===== config.mk =====
export PLATFORM = sky130hd
export DESIGN_NAME = vx_tensor_result_drain
export DESIGN_NICKNAME = d
export VERILOG_FILES = /design/src/rtl/VX_tensor_pkg.sv /design/src/rtl/vx_tensor_tile_buffer.sv /design/src/rtl/vx_tensor_result_drain.sv
export SDC_FILE = /design/constraint.sdc
export NUM_CORES = 2
export LEC_CHECK = 0
export BUFFER_PORTS_ARGS = -buffer_cell sky130_fd_sc_hd__buf_2
export CORE_MARGIN = 2
export CORE_UTILIZATION = 45
export CTS_CLUSTER_DIAMETER = 150
export DETAILED_ROUTE_END_ITERATION = 7
export GPL_TIMING_DRIVEN = 0
export SLEW_MARGIN = 5
export SYNTH_ARGS = -nofsm -noshare
export SYNTH_HDL_FRONTEND = slang
export SYNTH_SLANG_ARGS = --single-unit

===== constraint.sdc =====
create_clock -name clk -period 91.9 [get_ports clk]
set_input_delay 13.785 -clock clk [delete_from_list [all_inputs] [get_ports clk]]
set_output_delay 13.785 -clock clk [all_outputs]
set_load 0.05 [all_outputs]

===== src/rtl/VX_tensor_pkg.sv =====
// rtl/VX_tensor_pkg.sv - shared tensor core tile/row types for the DPU output side and result drain
`ifndef NW_WIDTH
`define NW_WIDTH 4
`endif

package VX_tensor_pkg;

  localparam int TENSOR_DIM = 4;

  typedef logic [3:0][31:0]      tensor_row_t;
  typedef logic [3:0][3:0][31:0] tensor_tile_t;

  typedef enum logic {
    ST_IDLE  = 1'b0,
    ST_DRAIN = 1'b1
  } drain_state_t;

  typedef struct packed {
    logic [`NW_WIDTH-1:0] wid;
    tensor_tile_t         tile;
  } tile_entry_t;

  function automatic int beat_idx_width(input int num_beats);
    return (num_beats > 1) ? $clog2(num_beats) : 1;
  endfunction

endpackage


===== src/rtl/vx_tensor_tile_buffer.sv =====
// rtl/vx_tensor_tile_buffer.sv - FIFO of {wid, tile} with registered full/empty and bypass when empty
`ifndef NW_WIDTH
`define NW_WIDTH 4
`endif

module vx_tensor_tile_buffer
  import VX_tensor_pkg::*;
#(
  parameter int BUF_DEPTH = 2
) (
  input  logic        clk,
  input  logic        reset,
  input  logic        push,
  input  tile_entry_t push_entry,
  input  logic        pop,
  output tile_entry_t head_entry,
  output logic        head_valid,
  output logic        full
);

  localparam int AW = (BUF_DEPTH > 1) ? $clog2(BUF_DEPTH) : 1;
  localparam int CW = $clog2(BUF_DEPTH + 1);

  tile_entry_t   mem [BUF_DEPTH];
  logic [AW-1:0] wr_ptr;
  logic [AW-1:0] rd_ptr;
  logic [CW-1:0] count;
  logic [CW-1:0] count_next;
  logic          empty;
  logic          bypass;
  logic          do_write;
  logic          do_read;

  // A tile pushed into an empty buffer is visible at the head in the same cycle.
  assign bypass     = empty && push && pop;
  assign do_write   = push && !bypass;
  assign do_read    = pop && !empty;
  assign head_valid = !empty || push;
  assign head_entry = empty ? push_entry : mem[rd_ptr];

  always_comb begin
    count_next = count;
    if (do_write && !do_read) begin
      count_next = count + CW'(1);
    end else if (!do_write && do_read) begin
      count_next = count - CW'(1);
    end
  end

  always_ff @(posedge clk) begin
    if (reset) begin
      wr_ptr <= '0;
      rd_ptr <= '0;
      count  <= '0;
      full   <= 1'b0;
      empty  <= 1'b1;
    end else begin
      count <= count_next;
      full  <= (count_next == CW'(BUF_DEPTH));
      empty <= (count_next == '0);
      if (do_write) begin
        wr_ptr <= (wr_ptr == AW'(BUF_DEPTH - 1)) ? '0 : wr_ptr + AW'(1);
      end
      if (do_read) begin
        rd_ptr <= (rd_ptr == AW'(BUF_DEPTH - 1)) ? '0 : rd_ptr + AW'(1);
      end
    end
  end

  always_ff @(posedge clk) begin
    if (do_write) begin
      mem[wr_ptr] <= push_entry;
    end
  end

  a_no_pop_empty: assert property (@(posedge clk) disable iff (reset) !(pop && empty && !push));

endmodule


===== src/rtl/vx_tensor_result_drain.sv =====
// rtl/vx_tensor_result_drain.sv - buffers DPU result tiles and drains them as row beats to commit
// Optional perf_tiles/perf_stall_cycles outputs under TENSOR_DRAIN_PERF_EN.
`ifndef NW_WIDTH
`define NW_WIDTH 4
`endif

module vx_tensor_result_drain
  import VX_tensor_pkg::*;
#(
  parameter int BUF_DEPTH     = 2,
  parameter int ROWS_PER_BEAT = 1
) (
  input  logic                                 clk,
  input  logic                                 reset,
  input  logic                                 valid_in,
  output logic                                 ready_in,
  input  tensor_tile_t                         D_tile,
  input  logic [`NW_WIDTH-1:0]                 D_wid,
  output logic                                 commit_valid,
  input  logic                                 commit_ready,
  output logic [`NW_WIDTH-1:0]                 commit_wid,
  output logic [1:0]                           commit_row,
  output logic [ROWS_PER_BEAT-1:0][3:0][31:0]  commit_data,
  output logic                                 commit_eop
`ifdef TENSOR_DRAIN_PERF_EN
  ,
  output logic [31:0]                          perf_tiles,
  output logic [31:0]                          perf_stall_cycles
`endif
);

  localparam int NUM_BEATS = TENSOR_DIM / ROWS_PER_BEAT;
  localparam int BW        = beat_idx_width(NUM_BEATS);

  drain_state_t         state;
  drain_state_t         state_next;
  logic [BW-1:0]        beat_idx;
  logic [`NW_WIDTH-1:0] out_wid;
  tensor_tile_t         out_tile;
  tile_entry_t          push_entry;
  tile_entry_t          head_entry;
  logic                 head_valid;
  logic                 buf_full;
  logic                 push;
  logic                 load;
  logic                 fire;
  logic                 last_beat;

  assign ready_in   = !buf_full;
  assign push       = valid_in && ready_in;
  assign push_entry = '{wid: D_wid, tile: D_tile};
  assign fire       = commit_valid && commit_ready;
  assign last_beat  = (beat_idx == BW'(NUM_BEATS - 1));

  // The output register holds the tile being drained; loading it pops the buffer.
  vx_tensor_tile_buffer #(
    .BUF_DEPTH (BUF_DEPTH)
  ) u_buffer (
    .clk        (clk),
    .reset      (reset),
    .push       (push),
    .push_entry (push_entry),
    .pop        (load),
    .head_entry (head_entry),
    .head_valid (head_valid),
    .full       (buf_full)
  );

  always_ff @(posedge clk) begin
    if (reset) begin
      state <= ST_IDLE;
    end else begin
      state <= state_next;
    end
  end

  always_comb begin
    state_next = state;
    case (state)
      ST_IDLE:  if (head_valid) state_next = ST_DRAIN;
      ST_DRAIN: if (fire && last_beat && !head_valid) state_next = ST_IDLE;
      default:  state_next = ST_IDLE;
    endcase
  end

  always_comb begin
    commit_valid = (state == ST_DRAIN);
    load         = 1'b0;
    if (state == ST_IDLE) begin
      load = head_valid;
    end else if (state == ST_DRAIN) begin
      load = fire && last_beat && head_valid;
    end
  end

  always_ff @(posedge clk) begin
    if (reset) begin
      beat_idx <= '0;
      out_wid  <= '0;
      out_tile <= '0;
    end else if (load) begin
      beat_idx <= '0;
      out_wid  <= head_entry.wid;
      out_tile <= head_entry.tile;
    end else if (fire) begin
      beat_idx <= last_beat ? '0 : beat_idx + BW'(1);
    end
  end

  assign commit_wid = out_wid;
  assign commit_eop = commit_valid && last_beat;
  assign commit_row = 2'(int'(beat_idx) * ROWS_PER_BEAT);

  always_comb begin
    commit_data = '0;
    for (int r = 0; r < ROWS_PER_BEAT; r++) begin
      commit_data[r] = out_tile[2'(int'(commit_row) + r)];
    end
  end

  a_eop_on_last: assert property (@(posedge clk) disable iff (reset) (fire && commit_eop) |-> last_beat);

`ifdef TENSOR_DRAIN_PERF_EN
  always_ff @(posedge clk) begin
    if (reset) begin
      perf_tiles        <= '0;
      perf_stall_cycles <= '0;
    end else begin
      if (fire && last_beat && (perf_tiles != '1)) begin
        perf_tiles <= perf_tiles + 32'd1;
      end
      if (commit_valid && !commit_ready && (perf_stall_cycles != '1)) begin
        perf_stall_cycles <= perf_stall_cycles + 32'd1;
      end
    end
  end
`endif

endmodule


==> summary.md <==
• max incr delay on CP: 0.63 ns
• vias after detailed routing: 43,690
• iteration-0 DRC count of the detailed router: 3,825
• Worst Hold Path EP: out_tile[351]$_SDFFE_PP0N_
• setup repair after global routing missed its margin: no
• Crit Reg-Reg Endpoint: u_buffer.mem[0][233]$_DFFE_PP_
• clk_lat worst skew: 0.78 ns
• post-route fraction of the period consumed by the critical path: 19.34%
• Hold Path Class: reg2reg
• outcome: completed
• share of final-layout standard cells stronger than drive strength 1: 20.84%
• prevailing post-synth register cell: edfxtp_1
• via count normalized by instance count: 5.436
• sequential area share after synthesis: 66.33%
• maximum level of the CTS H-tree: 4
• dominant cell type by count on the critical path: buf_2
• worst path cell trace: clkbuf_1 -> buf_2 -> buf_2 -> buf_2 -> mux4_2 -> buf_2
• vertical die dimension: 377.0 microns
• width of the die: 377.0 microns
• signed area change from the synthesized netlist to the final layout: 19.15%
• wire length of the first global-routing pass: 281.0 mm
• met2 routed WL: 93.66 mm
• slew at the pin with the worst max-slew slack: 1.186 ns
• highest attainable clock frequency: 0.05626 GHz
• post-CTS sizing: 0
• wl on met1: 82.61 mm
• Overflow after GRT: 0
• clock sink count: 1,558
• synthesized flop and latch total: 1,558
• floorplan core area: 0.1378 sq mm
• Static Leak: 27.08 nW
• Layout Cells excl Fill: 8,038
• dpl hpwl: 142.1 mm
• setup slack of the worst register-to-register path: 88.05 ns
• smallest setup slack after layout: 74.13 ns
• end-of-flow core utilization: 54.11%
• antenna violations before repair: 119
• Port-buffer cells: 655
• routed wirelength normalized by instance count: 24.44 microns
• uppermost metal layer occupied by signal nets: met5
• launch instance of the worst register-to-register path: beat_idx[1]$_SDFFE_PP0N_
• cell area after synthesis: 0.06260 sq mm
• Buf+Inv Stages, Crit Path: 5
• R2R depth: 10
• wirelength, routed: 196.5 mm
• iteration count of the initial detailed-routing pass: 5
• post-detailed-route DRC marker count: 0
• Pwr per Cell Area: 23.94 mW/mm^2
• clock tree from TritonCTS: yes
• number of nets with antenna violations after routing: 0
• met3 wirelength from detailed routing: 14.77 mm
• critical-path maximum fanout: 11
• number of buffers created by CTS: 167
• weighted congestion at the end of routability-driven global placement: 0.8402
• Clock Tree Root: clkbuf_16
• max cap viols: 0
• final count of pins violating max slew: 0
• final setup violating endpoints: 0
• Synth Net Count: 5,719
• final period demand of the worst path: 17.77 ns
• cell count after placement: 7,683
• origin of the worst min-delay path: out_tile[351]$_SDFFE_PP0N_
• clock-pin slew reported for the worst setup and hold paths after clock tree synthesis: 0.06 ns
• vias in the first global route: 42,840
• filler cell count: 12,110
• highest ir drop seen on vdd: 0.01444 mV
• sort of element at the end of the critical path: primary output
• worst clock skew on the final layout: 0.02422 ns
• power consumption: 0.001785 W
• post-route setup TNS: 0 ns
• largest delay contributor family on the critical path: buffers and inverters
• Post-Synthesis Mean Instance Area: 12.04 sq um
• launch point of the critical path: beat_idx[0]$_SDFFE_PP0N_
• initial core utilization: 45.42%
• Post-Syn Instances: 5,198
• Synth warnings: 0
• buffers inserted during post-CTS setup optimization: 0
• relative slew slack: 20.96%
• # hold bufs at CTS: 0
• largest net degree at the start of global routing: 57
• data required time of the worst path: 78.12 ns
• cell type of the slowest stage on the worst timing path: buf_2
• Nets: 6,579
• Worst Hold Depth: 2
• number of distinct library cell variants in the gate-level netlist after synthesis: 35
• final count of hold timing violations: 0
• I/O Pins: 657
• FFs w/ async S/R, synth: 0%
• row cnt: 136
• GRT Util Overall: 27.07%
• type of the worst setup path: reg2out
• Total Die Area: 0.1421 sq mm
• element type at the critical path start: flop
• Clock Tree Buf Depth: 3
• number of flops mapped to enable cells by yosys: 1,032
• pre-CTS setup slack: 74.84 ns
• CP Data Arrival Time: 3.99 ns
==> worst max path at each step <==
stage | end | slack [ns] | depth (start not counted)
3_3_place_gp | u_buffer.mem[0][279]$_DFFE_PP_ | 37.51 | 4
4_1_cts | commit_data[36] | 73.99 | 6
5_1_grt | commit_data[36] | 74.00 | 6
3_5_place_dp | commit_data[36] | 74.84 | 6
2_1_floorplan | u_buffer.mem[0][0]$_DFFE_PP_ | 53.69 | 3
6_report | commit_data[36] | 74.13 | 6
==> state kept, by name, indices dropped and copies added (netlist names), named ones only <==
register	count
u_buffer.empty	1
commit_valid	1
u_buffer.wr_ptr	1
u_buffer.mem	1032
out_tile	512
commit_wid	4
u_buffer.full	1
beat_idx	2
u_buffer.count	2
u_buffer.rd_ptr	1
==> synthesized netlist by cell type, types with 2 or more instances <==
cell type | n | area (sq um)
nand2b_1 | 2 | 12.51
buf_6 | 4 | 45.04
o21ai_0 | 516 | 2582
clkbuf_1 | 145 | 544.3
buf_2 | 180 | 900.9
mux2i_1 | 518 | 5185
edfxtp_1 | 1032 | 30990
a21oi_1 | 521 | 2608
nor2_1 | 3 | 11.26
buf_1 | 19 | 71.32
and2_1 | 2 | 12.51
nor2b_1 | 2 | 12.51
mux4_2 | 128 | 2883
nor3_1 | 6 | 30.03
dfxtp_1 | 526 | 10530
nand2_1 | 1549 | 5814
buf_4 | 27 | 202.7
==> power by group <==
part / internal, W / leakage [nW] / switching, W
sequential: 0.000808 / 13.8 / 0.0000220
clock: 0.000390 / 2.69 / 0.000277
combinational: 0.0000912 / 10.6 / 0.000198
total: 0.00129 / 27.1 / 0.000497
==> through the flow <==
stage | hold WS, ns | area (sq um)
6_report | 0.4502 | 74590
5_1_grt | 0.4646 | 74520
4_1_cts | 0.4514 | 74480
3_5_place_dp | 0.4437 | 69000
3_3_place_gp | 0.4389 | 68120
2_1_floorplan | 0.4331 | 62600
==> tightest hold or removal path, cell delays in order, from the launching register on <==
cell and delay (ns):
dfxtp_1 0.30, nand2_1 0.05, a21oi_1 0.05
==> per-layer routing <==
layer / up-vias / global-route usage [%]
li1: 20320 / -
met1: 21400 / 36.33
met2: 1524 / 43.83
met3: 384 / 5.976
met4: 74 / 8.468
met5: - / 0
==> placed cells by master (no fill, tap or decap), types with 2 or more instances in the layout <==
master,instances
buf_12,18
buf_6,4
clkbuf_16,174
clkinv_4,4
buf_1,19
mux2i_1,518
clkbuf_8,38
clkinv_1,19
nor2_1,3
buf_4,27
dfxtp_1,526
inv_6,5
nor3_1,6
a21oi_1,521
clkinv_2,16
o21ai_0,516
nand2b_1,2
edfxtp_1,1032
buf_2,835
mux4_2,128
clkbuf_1,183
bufinv_16,4
buf_16,18
nand2_1,1549
diode_2,44
clkbuf_2,9
==> cell type report <==
type / instances / area, sq um / area share, %
antenna: 44 / 110.1 / 0.1476
tap: 1794 / 2245 / 3.010
clock buffer: 259 / 5055 / 6.777
multi-input combinational: 3264 / 19320 / 25.90
buffer: 375 / 1774 / 2.379
inverter: 1 / 3.754 / 0.005033
clock inverter: 52 / 424.2 / 0.5687
timing repair buffer: 691 / 4134 / 5.543
sequential: 1558 / 41520 / 55.67
==> cells by family after synthesis <==
| kind of cell | after synthesis | synth area share [%] |
|---|---|---|
| adder cells (fa/ha/maj) | 1 | 0.01998 |
| XOR/XNOR | 1 | 0.01399 |
| AO/OA/AOI/OAI | 1047 | 8.441 |
| flip-flops | 1558 | 66.33 |
| buffers and inverters | 376 | 2.824 |
| multiplexers | 648 | 12.92 |
| AND/OR/NAND/NOR | 1567 | 9.448 |
Note: power is estimated with default switching activity, not from simulation.
